**config.mk**
```make
export PLATFORM = sky130hd
export DESIGN_NAME = pipeline_hazard_ctrl
export DESIGN_NICKNAME = d
export VERILOG_FILES = /design/src/rtl/cpu_ctrl_pkg.sv /design/src/rtl/fwd_select.sv /design/src/rtl/pipeline_hazard_ctrl.sv
export SDC_FILE = /design/constraint.sdc
export NUM_CORES = 1
export LEC_CHECK = 0
export CORE_ASPECT_RATIO = 1.5
export CORE_MARGIN = 3
export CORE_UTILIZATION = 37
export CTS_BUF_LIST = sky130_fd_sc_hd__clkbuf_16
export DETAILED_ROUTE_END_ITERATION = 8
export PLACE_DENSITY = 0.78
export SLEW_MARGIN = 20
export SYNTH_ARGS = -nofsm -noshare
export SYNTH_HDL_FRONTEND = slang
export SYNTH_SLANG_ARGS = --single-unit
```
**constraint.sdc**
```tcl
create_clock -name clk -period 4.4 [get_ports clk]
set_input_delay 1.1 -clock clk [delete_from_list [all_inputs] [get_ports clk]]
set_output_delay 1.1 -clock clk [all_outputs]
set_load 0.02 [all_outputs]
```
**src/rtl/cpu_ctrl_pkg.sv**
```systemverilog
// Shared encodings for the MIPS pipeline control blocks: PC source, operand
// forward selects and the interrupt-entry FSM states.
package cpu_ctrl_pkg;

  localparam logic [1:0] PC_SEQ = 2'b00;
  localparam logic [1:0] PC_BR  = 2'b01;
  localparam logic [1:0] PC_J   = 2'b10;
  localparam logic [1:0] PC_JR  = 2'b11;

  localparam logic [1:0] FWD_RF  = 2'b00;
  localparam logic [1:0] FWD_MEM = 2'b01;
  localparam logic [1:0] FWD_WB  = 2'b10;

  typedef enum logic [2:0] {
    IRQ_IDLE,
    IRQ_DEFER,
    IRQ_TAKE,
    IRQ_ENTER,
    IRQ_RUN
  } irq_state_e;

endpackage

```
**src/rtl/fwd_select.sv**
```systemverilog
// Picks the newest in-flight producer of one source register: MEM beats WB.
// Purely combinational; register 0 is hardwired and never forwarded.
module fwd_select
  import cpu_ctrl_pkg::*;
#(
  parameter int REG_W = 5
) (
  input  logic [REG_W-1:0] src,
  input  logic [REG_W-1:0] mem_rd,
  input  logic             mem_regwr,
  input  logic [REG_W-1:0] wb_rd,
  input  logic             wb_regwr,
  output logic [1:0]       sel
);

  always_comb begin
    sel = FWD_RF;
    if (src != '0) begin
      if (mem_regwr && (mem_rd == src)) begin
        sel = FWD_MEM;
      end else if (wb_regwr && (wb_rd == src)) begin
        sel = FWD_WB;
      end
    end
  end

endmodule

```
**src/rtl/pipeline_hazard_ctrl.sv**
```systemverilog
// Hazard, redirect, forwarding and interrupt-entry sequencing for the 5-stage pipe.
// Stall/flush/forward/exc_take are same-cycle combinational; irq_take is a registered 1-cycle strobe.
module pipeline_hazard_ctrl
  import cpu_ctrl_pkg::*;
#(
  parameter int REG_W = 5
) (
  input  logic             clk,
  input  logic             reset,
  input  logic             irq,
  input  logic             kernel_mode,
  input  logic             id_undef,
  input  logic [1:0]       id_pcsrc,
  input  logic [REG_W-1:0] id_rs,
  input  logic [REG_W-1:0] id_rt,
  input  logic             id_uses_rs,
  input  logic             id_uses_rt,
  input  logic [REG_W-1:0] ex_rs,
  input  logic [REG_W-1:0] ex_rt,
  input  logic [REG_W-1:0] ex_rd,
  input  logic             ex_regwr,
  input  logic             ex_memrd,
  input  logic             ex_branch_taken,
  input  logic [REG_W-1:0] mem_rd,
  input  logic             mem_regwr,
  input  logic             mem_memrd,
  input  logic [REG_W-1:0] wb_rd,
  input  logic             wb_regwr,
  output logic             stall_pc,
  output logic             stall_ifid,
  output logic             flush_ifid,
  output logic             flush_idex,
  output logic [1:0]       fwd_a,
  output logic [1:0]       fwd_b,
  output logic [1:0]       fwd_j,
  output logic             irq_take,
  output logic             exc_take
);

  irq_state_e state_q;
  logic       irq_take_q;
  logic [1:0] stall_cnt_q, stall_cnt_d;

  logic       load_use, jr_dep, jr_ex_lw, jr_one;
  logic [1:0] cnt_eff;
  logic       stall_raw, flush_ifid_raw, flush_idex_raw, exc_raw, blocked;
  logic [1:0] fwd_a_raw, fwd_b_raw, fwd_j_raw;

  function automatic logic hit(input logic [REG_W-1:0] a, input logic [REG_W-1:0] b);
    return (a != '0) && (a == b);
  endfunction

  always_comb begin
    load_use = ex_memrd && ((id_uses_rs && hit(id_rs, ex_rd)) ||
                            (id_uses_rt && hit(id_rt, ex_rd)));
    jr_dep   = (id_pcsrc == PC_JR) && id_uses_rs;
    jr_ex_lw = jr_dep && ex_memrd && hit(id_rs, ex_rd);
    jr_one   = jr_dep && ((ex_regwr && !ex_memrd && hit(id_rs, ex_rd)) ||
                          (mem_memrd && hit(id_rs, mem_rd)));

    // Counter holds stall cycles owed including the current one; a fresh
    // jr-behind-load starts it at 2 in the detection cycle itself.
    cnt_eff = (stall_cnt_q != 2'd0) ? stall_cnt_q : (jr_ex_lw ? 2'd2 : 2'd0);

    stall_raw      = !ex_branch_taken && (load_use || jr_one || (cnt_eff != 2'd0));
    stall_cnt_d    = (ex_branch_taken || (cnt_eff == 2'd0)) ? 2'd0 : cnt_eff - 2'd1;
    flush_ifid_raw = ex_branch_taken ||
                     (!stall_raw && ((id_pcsrc == PC_J) || (id_pcsrc == PC_JR)));
    flush_idex_raw = ex_branch_taken || stall_raw;
    exc_raw        = id_undef && !ex_branch_taken;
    blocked        = stall_raw || flush_ifid_raw || flush_idex_raw || exc_raw;
  end

  fwd_select #(.REG_W(REG_W)) u_fwd_a (
    .src(ex_rs), .mem_rd(mem_rd), .mem_regwr(mem_regwr),
    .wb_rd(wb_rd), .wb_regwr(wb_regwr), .sel(fwd_a_raw)
  );

  fwd_select #(.REG_W(REG_W)) u_fwd_b (
    .src(ex_rt), .mem_rd(mem_rd), .mem_regwr(mem_regwr),
    .wb_rd(wb_rd), .wb_regwr(wb_regwr), .sel(fwd_b_raw)
  );

  fwd_select #(.REG_W(REG_W)) u_fwd_j (
    .src(id_rs), .mem_rd(mem_rd), .mem_regwr(mem_regwr),
    .wb_rd(wb_rd), .wb_regwr(wb_regwr), .sel(fwd_j_raw)
  );

  always_ff @(posedge clk or negedge reset) begin
    if (!reset) begin
      stall_cnt_q <= 2'd0;
    end else begin
      stall_cnt_q <= stall_cnt_d;
    end
  end

  always_ff @(posedge clk or negedge reset) begin
    if (!reset) begin
      state_q    <= IRQ_IDLE;
      irq_take_q <= 1'b0;
    end else begin
      irq_take_q <= 1'b0;
      case (state_q)
        IRQ_IDLE: begin
          if (irq && !kernel_mode) begin
            if (blocked) begin
              state_q <= IRQ_DEFER;
            end else begin
              state_q    <= IRQ_TAKE;
              irq_take_q <= 1'b1;
            end
          end
        end
        IRQ_DEFER: begin
          if (!irq) begin
            state_q <= IRQ_IDLE;
          end else if (!kernel_mode && !blocked) begin
            state_q    <= IRQ_TAKE;
            irq_take_q <= 1'b1;
          end
        end
        IRQ_TAKE:  state_q <= IRQ_ENTER;
        IRQ_ENTER: if (kernel_mode) state_q <= IRQ_RUN;
        IRQ_RUN:   if (!kernel_mode) state_q <= IRQ_IDLE;
        default:   state_q <= IRQ_IDLE;
      endcase
    end
  end

  // Reset is applied to the combinational outputs too, so the pipe sees no
  // stray stall or injection while the core is held.
  assign stall_pc   = reset && stall_raw;
  assign stall_ifid = reset && stall_raw;
  assign flush_ifid = reset && flush_ifid_raw;
  assign flush_idex = reset && flush_idex_raw;
  assign exc_take   = reset && exc_raw;
  assign irq_take   = reset && irq_take_q;
  assign fwd_a      = {2{reset}} & fwd_a_raw;
  assign fwd_b      = {2{reset}} & fwd_b_raw;
  assign fwd_j      = {2{reset}} & fwd_j_raw;

endmodule

```
==> flow_summary.json, run 1 <==
{
  "run_status": "finished clean",
  "multi_input_comb_area_sq_um": 811,
  "finish.net_count": 252,
  "dp_hpwl_um": 2930,
  "finalSetupViolations": 0,
  "netlist.area_leader.share": 0.188,
  "ys_top_cells_by_count": "21 x sky130_fd_sc_hd__xor2_1, 17 x sky130_fd_sc_hd__xnor2_1, 7 x sky130_fd_sc_hd__nand2_1, 7 x sky130_fd_sc_hd__nor2_1",
  "synthesis.instances": 118,
  "max_slew.worst_pin.slew_ps": 372,
  "timing.final.crit_period_ps": 4290,
  "total_die_area_sq_mm": 0.00331,
  "pin_count": 62,
  "detail_route.first_pass.iterations": 4,
  "final_layout_size_suffix_gt1_frac": 0.191,
  "synthAdderAreaFrac": 0.0128,
  "synth_cell_type_count": 41,
  "synth_async_sr_flop_share": 1.00,
  "clock_root_buffer": "sky130_fd_sc_hd__clkbuf_16",
  "ys_warn_count": 0,
  "row_count": 22,
  "cts_tree": "built",
  "synth_compound_area_frac": 0.191,
  "post_synth_main_area_contributors": "sky130_fd_sc_hd__xor2_1 19%, sky130_fd_sc_hd__dfrtp_1 15%, sky130_fd_sc_hd__xnor2_1 15%",
  "crit_fanout": 4,
  "gpl.final_weighted_congestion": 0.882,
  "route.detailed.vias_per_inst": 5.39,
  "cts.repair_timing.setup_buffer_count": 0,
  "finalClockSkew_ps": 0.467,
  "core_sq_mm": 0.00248,
  "htree_levels": 1,
  "clk_pin_slew_worst_paths_ps": 30,
  "worstSetupPathType": "in2out",
  "number_of_cts_inserted_buffers": 3,
  "ir_drop_mv": 0.172,
  "synth_simple_gate_area_share": 0.269,
  "max_freq_mhz": 233,
  "synthDominantAreaCellType": "sky130_fd_sc_hd__xor2_1",
  "crit_start": "id_rs[1]",
  "number_of_global_route_vias_before_repair": 1274,
  "seq_area_frac_synth": 0.153,
  "drt_first_iter_violations": 32,
  "ratio_of_final_minimum_period_to_clock_period": 0.976,
  "syn-num-nets": 169,
  "grt_pass1_wl_um": 5400,
  "fp.dieH_um": 69.0,
  "avgSynthCellArea_sq_um": 8.29,
  "synth.most_common_cell": "sky130_fd_sc_hd__xor2_1",
  "die_w_um": 48.0,
  "grt_start_max_net_pins": 13,
  "synth_top_family_by_area": "XOR/XNOR gates",
  "cts_hold_fix_bufs": 0,
  "whs_ps": 505,
  "ys_ff_latch": 6,
  "synth.area.mux_share": 0,
  "crit_path_end_kind": "output pin",
  "power_density_mw_per_mm2": 216,
  "worst-endpoint-required_ps": 3300,
  "seq_area_sq_um": 150,
  "clock_tree.buffer_depth": 2,
  "postRouteAntennaNets": 0,
  "place_area_sq_mm": 0.00175,
  "port_buffer_count": 61,
  "post_synth_instance_area_sq_um": 978,
  "post-route-util": 0.736,
  "globalRouteTotalUtil": 0.234,
  "antenna-diode-count": 0,
  "finish.instance_area_sq_mm": 0.00182,
  "clkSinkCount": 6,
  "ys_dominant_reg_cell": "sky130_fd_sc_hd__dfrtp_1",
  "dr_total_vias": 1202,
  "synth-xor-area-share": 0.340,
  "max_transition_margin": 0.746,
  "detail_route.drc_violations": 0,
  "average_wire_per_cell_in_the_routed_design_um": 15.6,
  "start_kind": "primary input",
  "arrival_time_at_the_worst_endpoint_ps": 3190,
  "flow.area_growth_from_synthesis_pct": 86.4,
  "number_of_fill_cells_in_the_layout": 198,
  "worst_r2r_startpoint": "stall_cnt_q[0]",
  "starting_density_of_the_core": 0.395,
  "hold_violations": 0,
  "overflow": 0,
  "max_cap_viol_count": 0,
  "power_leakage_nw": 0.761,
  "route.final.wire_length_um": 3470,
  "timing.hold.worst.start": "stall_cnt_q[0]",
  "final_number_of_max_transition_violations": 0,
  "clkLatencyLatePin_ps": 230,
  "antenna_found_initial": 0,
  "synth_edf_count": 0,
  "tightest_hold_check_type": "reg2reg"
}
[critical path, cell delays in order]
cell and delay (ps):
sky130_fd_sc_hd__clkdlybuf4s50_1 420, sky130_fd_sc_hd__or4_4 570, sky130_fd_sc_hd__o21ai_4 150, sky130_fd_sc_hd__nor2_2 60, sky130_fd_sc_hd__a21oi_2 110, sky130_fd_sc_hd__ha_2 210, sky130_fd_sc_hd__o311ai_4 110, sky130_fd_sc_hd__o31a_1 300
sky130_fd_sc_hd__buf_2 160
[timing repair]
action                                  CTS  global route
gates resized for setup                  10             9
endpoints found under the setup margin    4             5
pin swaps                                 0             3
[power breakdown]
group	leakage [nW]	switching, mW	internal, mW
registers	0.0815	0.00841	0.0628
clock network	0.0370	0.0333	0.117
logic	0.643	0.0739	0.0991
[path summary, 6_finish.rpt]
check	slack, ps	cells past startpoint	to
setup / recovery	110	9	flush_idex
hold reg to reg	510	1	stall_cnt_q[0]
hold / removal	510	1	stall_cnt_q[0]
min in group asynchronous	1290	2	stall_cnt_q[1]
setup reg to reg	2930	6	state_q[0]
max in group asynchronous	2960	2	state_q[0]
[registers in the layout (all words and copies together) (netlist names)]
signal       count
irq_take_q       1
stall_cnt_q      2
state_q          3
[stage by stage]
step | power [mW] | worst slack, ps | std cells | TNS, ps
final | 0.394 | 107 | 223 | 0
after CTS | 0.394 | -32.3 | 223 | -63.6
after detailed placement | 0.245 | -365 | 220 | -1360
after floorplan | 0.146 | 493 | 118 | 0
after global placement | 0.239 | -319 | 220 | -1130
after global routing | 0.418 | -0.913 | 223 | -0.913
[cell usage in the layout, fill, tap and decap left out, types with 2 or more instances in the layout]
cell type / n
sky130_fd_sc_hd__nor3_1: 3
sky130_fd_sc_hd__clkbuf_2: 2
sky130_fd_sc_hd__nor2_1: 7
sky130_fd_sc_hd__buf_4: 19
sky130_fd_sc_hd__nand3_1: 6
sky130_fd_sc_hd__dfrtp_1: 6
sky130_fd_sc_hd__clkbuf_16: 3
sky130_fd_sc_hd__a21oi_1: 2
sky130_fd_sc_hd__buf_2: 2
sky130_fd_sc_hd__and3_1: 3
sky130_fd_sc_hd__xor2_1: 21
sky130_fd_sc_hd__o31a_1: 2
sky130_fd_sc_hd__inv_1: 6
sky130_fd_sc_hd__or3_1: 2
sky130_fd_sc_hd__clkdlybuf4s50_1: 56
sky130_fd_sc_hd__nand2_1: 7
sky130_fd_sc_hd__nor4_1: 6
sky130_fd_sc_hd__xnor2_1: 17
[logic make-up (layout without fill, tap and decap cells)]
logic type / count (synthesis) / in the layout
xor+xnor: 38 / 38
fa+ha+maj: 1 / 1
compound gates: 19 / 19
buf+inv: 8 / 89
simple gates: 46 / 46
flops: 6 / 6
[layout make-up]
class | instances | area share
clock buffers | 3 | 0.0412
inverters | 6 | 0.0123
repair buffers | 80 | 0.403
flip-flops and latches | 6 | 0.0823
multi-input cells | 104 | 0.444
well taps | 24 | 0.0165
[metal layers]
| layer | wire (um) | track usage | vias to the layer above |
|---|---|---|---|
| li1 | - | - | 589 |
| met1 | 1230 | 0.227 | 546 |
| met2 | 1910 | 0.444 | 58 |
| met3 | 236 | 0.0494 | 9 |
| met4 | 91 | 0.101 | 0 |
| met5 | 0 | 0 | - |
(Power assumes the default switching activity.)
==> run 2: changes to the inputs <==
--- a/config.mk
+++ b/config.mk
@@ -10,7 +10,7 @@
 export CORE_UTILIZATION = 37
 export CTS_BUF_LIST = sky130_fd_sc_hd__clkbuf_16
 export DETAILED_ROUTE_END_ITERATION = 8
-export PLACE_DENSITY = 0.78
+export PLACE_DENSITY_LB_ADDON = 0.1
 export SLEW_MARGIN = 20
 export SYNTH_ARGS = -nofsm -noshare
 export SYNTH_HDL_FRONTEND = slang
==> flow_summary.json, run 2 (same netlist as run 1, synthesis figures left out) <==
{
  "core_sq_mm": 0.00248,
  "fp.dieH_um": 69.0,
  "clock_tree.buffer_depth": 2,
  "max_cap_viol_count": 0,
  "clkSinkCount": 6,
  "flow.area_growth_from_synthesis_pct": 85.7,
  "drt_first_iter_violations": 7,
  "crit_path_end_kind": "output pin",
  "clk_pin_slew_worst_paths_ps": 30,
  "pin_count": 62,
  "hold_violations": 0,
  "grt_start_max_net_pins": 15,
  "cts_hold_fix_bufs": 0,
  "grt_pass1_wl_um": 5000,
  "run_status": "finished clean",
  "ir_drop_mv": 0.174,
  "layout_commonest_cell": "sky130_fd_sc_hd__clkdlybuf4s50_1",
  "finalSetupViolations": 0,
  "number_of_global_route_vias_before_repair": 1283,
  "post-route-util": 0.733,
  "detail_route.drc_violations": 0,
  "antenna-diode-count": 0,
  "tightest_hold_check_type": "reg2reg",
  "max_slew.worst_pin.slew_ps": 386,
  "postRouteAntennaNets": 0,
  "gpl.final_weighted_congestion": 0.805,
  "detail_route.first_pass.iterations": 4,
  "largestRegisters": "state_q (3), stall_cnt_q (2), irq_take_q (1)",
  "port_buffer_count": 61,
  "overflow": 0,
  "final.setup.worst_slack_ps": 93.7,
  "place_worst_setup_slack_ps": -467,
  "place_area_sq_mm": 0.00174,
  "cts_tree": "built",
  "timing.final.crit_period_ps": 4310,
  "finish.net_count": 252,
  "final_number_of_max_transition_violations": 0,
  "ratio_of_final_minimum_period_to_clock_period": 0.979,
  "total_die_area_sq_mm": 0.00331,
  "average_wire_per_cell_in_the_routed_design_um": 14.2,
  "max_freq_mhz": 232,
  "finalClockSkew_ps": 1.40,
  "route.final.wire_length_um": 3170,
  "htree_levels": 1,
  "route.detailed.vias_per_inst": 5.36,
  "crit_fanout": 4,
  "power_leakage_nw": 0.743,
  "die_w_um": 48.0,
  "power_density_mw_per_mm2": 215,
  "worstSetupPathType": "in2out",
  "antenna_found_initial": 0,
  "finish.instance_area_sq_mm": 0.00182,
  "clkLatencyLatePin_ps": 230,
  "dr_total_vias": 1196,
  "largest_reg_flops": 3,
  "start_kind": "primary input",
  "row_count": 22,
  "largest-register": "state_q",
  "final_layout_size_suffix_gt1_frac": 0.181,
  "number_of_cts_inserted_buffers": 3,
  "clock_root_buffer": "sky130_fd_sc_hd__clkbuf_16",
  "grt_setup_unrepaired": "no",
  "max_transition_margin": 0.742,
  "most_frequent_cells_in_the_layout": "57 x sky130_fd_sc_hd__clkdlybuf4s50_1, 21 x sky130_fd_sc_hd__xor2_1, 20 x sky130_fd_sc_hd__buf_4",
  "globalRouteTotalUtil": 0.205,
  "worst-endpoint-required_ps": 3300,
  "arrival_time_at_the_worst_endpoint_ps": 3210,
  "dp_hpwl_um": 2770,
  "starting_density_of_the_core": 0.395
}
## run 2: final timing paths
check	from	to	slack, ps	depth (start not counted)
worst max-delay path	id_rs[3]	flush_idex	90	9
worst min-delay path	stall_cnt_q[0]	stall_cnt_q[0]	500	1
worst min register to register	stall_cnt_q[0]	stall_cnt_q[0]	500	1
worst max register to register	stall_cnt_q[0]	state_q[0]	2900	6
min in group asynchronous	reset	stall_cnt_q[0]	1310	2
max in group asynchronous	reset	irq_take_q	2930	2
## run 2: metrics by stage
step / instances / TNS, ps / hold slack (ps) / total power [mW]
2_1_floorplan: 118 / 0 / 432 / 0.146
3_3_place_gp: 218 / -1160 / 460 / 0.237
5_1_grt: 223 / 0 / 516 / 0.410
6_report: 223 / 0 / 501 / 0.391
4_1_cts: 222 / 0 / 485 / 0.393
3_5_place_dp: 218 / -1460 / 472 / 0.243
## run 2: layout make-up
type / instances / area [sq um]
Clock buffer: 3 / 75.1
Sequential cell: 6 / 150
Inverter: 6 / 22.5
Multi-Input combinational cell: 104 / 803
Timing Repair Buffer: 80 / 736
Fill cell: 216 / 661
Tap cell: 24 / 30.0
## run 2: layer usage
metal,vias to the layer above,wire length (um),track usage
li1,596,-,-
met1,546,1130,0.180
met2,48,1790,0.406
met3,6,213,0.0390
met4,0,42,0.104
met5,-,0,0
## run 2: report_power, final
group	leakage, nW	internal [mW]	switching (mW)
Combinational	0.624	0.0994	0.0727
Clock	0.0370	0.117	0.0316
Sequential	0.0815	0.0628	0.00752
Total	0.743	0.279	0.112
## run 2: repair_timing
action | CTS | global route
endpoints found under the setup margin | 4 | 5
cloned | 0 | 0
setup buffers | 1 | 1
pin swaps | 2 | 4
gates resized for setup | 17 | 3
## run 2: critical path, stage by stage
cell and delay [ps]:
sky130_fd_sc_hd__clkdlybuf4s50_1 420, sky130_fd_sc_hd__or4_4 560, sky130_fd_sc_hd__o21ai_4 150, sky130_fd_sc_hd__nor2_2 50, sky130_fd_sc_hd__a21oi_1 130, sky130_fd_sc_hd__ha_2 230, sky130_fd_sc_hd__o311ai_4 120, sky130_fd_sc_hd__o31a_1 290
sky130_fd_sc_hd__buf_2 160
